## src/rtl/serial_add_ctrl.sv

```systemverilog
// Bit-serial adder controller: feeds operand bits LSB first to an external
// full_adder and assembles the sum, carry-out and signed overflow.
module serial_add_ctrl #(
  parameter int WIDTH = 8
) (
  input  logic             clk,
  input  logic             rst,
  input  logic             start,
  input  logic [WIDTH-1:0] a,
  input  logic [WIDTH-1:0] b,
  input  logic             cin,
  output logic             fa_A,
  output logic             fa_B,
  output logic             fa_C,
  input  logic             fa_F,
  input  logic             fa_Ci,
  output logic             busy,
  output logic             done,
  output logic [WIDTH-1:0] sum,
  output logic             cout,
  output logic             ovf,
  output logic [1:0]       state_dbg
);

  localparam int CW = $clog2(WIDTH + 1);
  localparam logic [CW-1:0] LAST = CW'(WIDTH - 1);

  typedef enum logic [1:0] {
    IDLE = 2'd0,
    RUN  = 2'd1,
    DONE = 2'd2
  } state_t;

  // Handshake: start is a request sampled on a rising edge; it is accepted
  // only in IDLE or DONE (busy=0), and done pulses one cycle per result.

  state_t           state;
  logic [CW-1:0]    cnt;
  logic [WIDTH-1:0] a_q;
  logic [WIDTH-1:0] b_q;
  logic             carry_q;
  logic [WIDTH-1:0] psum;
  logic [WIDTH-1:0] psum_next;
  logic             a_bit;
  logic             b_bit;

  assign state_dbg = state;

  // Bit select and partial-sum capture via compare loop keeps index widths exact.
  always_comb begin
    a_bit     = 1'b0;
    b_bit     = 1'b0;
    psum_next = psum;
    for (int i = 0; i < WIDTH; i++) begin
      if (cnt == CW'(i)) begin
        a_bit        = a_q[i];
        b_bit        = b_q[i];
        psum_next[i] = fa_F;
      end
    end
  end

  assign fa_A = (state == RUN) & a_bit;
  assign fa_B = (state == RUN) & b_bit;
  assign fa_C = (state == RUN) & carry_q;

  always_ff @(posedge clk) begin
    if (rst) begin
      state   <= IDLE;
      cnt     <= '0;
      a_q     <= '0;
      b_q     <= '0;
      carry_q <= 1'b0;
      psum    <= '0;
      sum     <= '0;
      cout    <= 1'b0;
      ovf     <= 1'b0;
      busy    <= 1'b0;
      done    <= 1'b0;
    end else begin
      done <= 1'b0;
      case (state)
        RUN: begin
          psum    <= psum_next;
          carry_q <= fa_Ci;
          if (cnt == LAST) begin
            // cnt holds at its last value rather than wrapping.
            sum   <= psum_next;
            cout  <= fa_Ci;
            ovf   <= carry_q ^ fa_Ci;
            state <= DONE;
            busy  <= 1'b0;
            done  <= 1'b1;
          end else begin
            cnt <= cnt + CW'(1);
          end
        end
        default: begin
          if (start) begin
            a_q     <= a;
            b_q     <= b;
            carry_q <= cin;
            cnt     <= '0;
            psum    <= '0;
            state   <= RUN;
            busy    <= 1'b1;
          end else begin
            state <= IDLE;
            busy  <= 1'b0;
          end
        end
      endcase
    end
  end

endmodule

```

## config.mk

```make
export PLATFORM = sky130hd
export DESIGN_NAME = serial_add_ctrl
export DESIGN_NICKNAME = d
export VERILOG_FILES = /design/src/rtl/serial_add_ctrl.sv
export SDC_FILE = /design/constraint.sdc
export NUM_CORES = 1
export LEC_CHECK = 0
export ABC_CLOCK_PERIOD_IN_PS = 1600
export CAP_MARGIN = 40
export CORE_UTILIZATION = 46
export DETAILED_ROUTE_END_ITERATION = 7
export MAX_ROUTING_LAYER = met4
export PLACE_DENSITY_LB_ADDON = 0.3
export SLEW_MARGIN = 20
export SYNTH_ARGS = -nofsm -noshare
export SYNTH_HDL_FRONTEND = slang
export SYNTH_SLANG_ARGS = --single-unit
```

## constraint.sdc

```tcl
create_clock -name clk -period 1.6 [get_ports clk]
set_input_delay 0.24 -clock clk [delete_from_list [all_inputs] [get_ports clk]]
set_output_delay 0.24 -clock clk [all_outputs]
set_load 0.02 [all_outputs]
```

==> flow_metrics.py <==
metrics = {
    "outcome": {
        "status": "finished, violations left",
        "violations": "negative setup slack",
    },
    "cts": {
        "clk_pin_slew_ps": 80,
        "worstSkewPairLatency_ps": 290,
        "clk_path_buf_depth": 2,
        "cts.sink_count": 41,
        "clockRootBuffer": "clkbuf_8",
        "cts_tree": "built",
        "cts_htree_levels": 2,
        "cts-buffers-inserted": 5,
    },
    "placement": {
        "placed_area_um2": 2500,
        "place.gp.congestion": 0.858,
        "dp_hpwl_um": 2930,
        "io_buffers": 38,
        "placedCellCount": 332,
    },
    "die": {
        "dieArea_um2": 4590,
        "die_w_um": 67.7,
        "core-area_um2": 4090,
        "rows": 23,
        "ioPinCount": 39,
        "die_h_um": 67.7,
        "initial_core_util_pct": 48.6,
    },
    "synthesis": {
        "synth_seq_cells": 41,
        "yosys.cell_types.count": 41,
        "synth_area_um2": 1990,
        "synthTopCellsByArea": "dfxtp_1, a21oi_1, nand2_1",
        "synth_warnings": 0,
        "synth.largest_area_cell": "dfxtp_1",
        "async_reset_ff_share_pct": 0,
        "netlist.area_leader.share_pct": 41.3,
        "synthesis.nets": 270,
        "synth_cells": 244,
        "synth_enable_flop_cells": 0,
        "synth-seq-area-share_pct": 41.3,
        "yosys_most_used_dff": "dfxtp_1",
        "syn_avg_cell_area_um2": 8.14,
    },
    "timing": {
        "drv_slew": 0,
        "period_minus_slack_ps": 1940,
        "finClkSkew_ps": 4.23,
        "setup_violations": 2,
        "relSlewSlack_pct": 80.2,
        "timing.hold.ws_ps": 459,
        "fin_crit_sh_pct": 121,
        "setup_tns_ps": -614,
        "grt_setup_unrepaired": "true",
        "worstMarginPinSlew_ps": 296,
        "worst_slack_ps": -341,
        "hold_viol_final": 0,
        "fmax_mhz": 515,
    },
    "global_route": {
        "antenna_found_initial": 0,
        "grt_use_met1_pct": 30.3,
        "grt_pass1_vias": 1557,
        "grt-ovfl-total": 0,
        "grtUsageMet3_pct": 5.07,
        "grt_max_degree": 42,
        "grt_pass1_wl_um": 7360,
        "track_usage_pct": 22.3,
        "grt_busiest_layer": "met2",
        "met2_usage_pct": 31.9,
    },
    "min_path": {
        "hold_path_class": "reg -> reg",
    },
    "detailed_routing": {
        "drc": 0,
        "avgRoutedWirePerCell_um": 13.6,
        "antenna_left": 0,
        "wirelength_um": 4690,
        "drtPass1Iterations": 4,
        "viasPerCell": 5.32,
        "drt-initial-drc-count": 116,
        "vias": 1829,
    },
    "worst_setup_path": {
        "ff2ff_setup_slack_ps": 20,
        "path_class": "reg -> out",
        "cp_top_family": "compound AO/OA/AOI/OAI gates",
        "critPathBufInv": 2,
        "crit_path_max_incr_delay_ps": 400,
        "cp-start-kind": "flop",
        "worstPathCellList": "inv_2 > ha_4 > a21oi_2 > o21ai_0 > a31oi_1 > o21ai_4 > buf_6",
        "path_max_fanout": 8,
        "end_kind": "output pin",
        "required_ps": 1360,
        "worstPathArrival_ps": 1700,
        "crit_path_top_delay_cell": "dfxtp_4",
    },
    "cells_and_area": {
        "final_nets": 320,
        "mostFrequentLayoutCells": "nand2_1, a21oi_1, dfxtp_1",
        "diodes": 0,
        "fin_area_um2": 2760,
        "drive_gt1_share_pct": 24.5,
        "nFillCells": 334,
        "area_growth_pct": 38.9,
        "stdcell_count": 344,
        "final_common_cell": "nand2_1",
    },
    "pwr": {
        "p_per_area_nw_per_um2": 770,
        "p_total_uw": 2120,
        "ir_worst_vdd_uv": 541,
        "leakage_uw": 0.00102,
    },
    "job": {
        "cap_viol_max_count": 0,
    },
}
[through the flow]
stage	worst slack, ps	util (%)
final	-341	67.5
after global routing	-404	67.5
after CTS	-290	66.1
after detailed placement	-532	61.1
after global placement	-496	61.1
after floorplan	4.30	-
[layer usage]
layer / part of all wire [%] / vias to the layer above
li1: - / 936
met1: 48 / 836
met2: 46 / 51
met3: 3.9 / 6
met4: 1.2 / 0
met5: 0 / -
[layout make-up]
class	count	area [um^2]	area share [%]
multi-input combinational	178	1140	41.3
sequential	41	830	30.1
timing repair buffer	66	626	22.7
clock buffer	6	82.6	2.99
tap	50	62.6	2.27
inverter	2	12.5	0.454
clock inverter	1	7.51	0.272
[Yosys cell counts (4+ instances only)]
library cell  instances
buf_6                 4
nand3_1               5
nand2_1              51
o21ai_0              12
nand3b_1              4
dfxtp_1              41
clkbuf_1              6
buf_2                 9
nor2b_1               4
a21oi_1              42
nor2_1               10
ha_1                  4
[power by group]
group / switching, uW / internal, uW
combinational: 177 / 179
sequential: 26.6 / 1050
clock: 348 / 341
total: 551 / 1570
[logic make-up (layout without fill, tap and decap cells)]
kind of cell	count (synthesis)	after routing	synth area share, %
AOI/OAI and AO/OA	71	71	20.7
xor gates and xnor gates	1	1	0.441
adders and majority gates	4	4	2.52
buffers and inverters	25	75	8.19
DFF	41	41	41.3
muxes	4	4	2.08
and+or+nand+nor	98	98	24.8
[flip-flops by register name, indices dropped and copies added, names as in the netlist, 2 cells and up]
| signal | count |
|---|---|
| cnt | 4 |
| b_q | 8 |
| state_dbg | 2 |
| a_q | 8 |
| sum | 8 |
| psum | 7 |
[tightest hold or removal path, stage by stage (launching register included)]
cell and delay (ps):
dfxtp_1 310, nand2_1 50, a21oi_1 50
[path summary, 6_finish.rpt]
kind / start / endpoint / depth (start not counted)
worst max-delay path: cnt[1] / fa_A / 7
worst max register to register: cnt[1] / sum[0] / 7
worst min register to register: sum[7] / sum[7] / 2
worst min-delay path: sum[7] / sum[7] / 2
[what timing repair did]
action / 4_1_cts / 5_1_grt
endpoints found under the setup margin: 5 / 7
resized for setup: 37 / 15
hold buffers: 0 / 0
pin swaps: 5 / 8
setup buffers: 3 / 2
(Power assumes the default switching activity.)
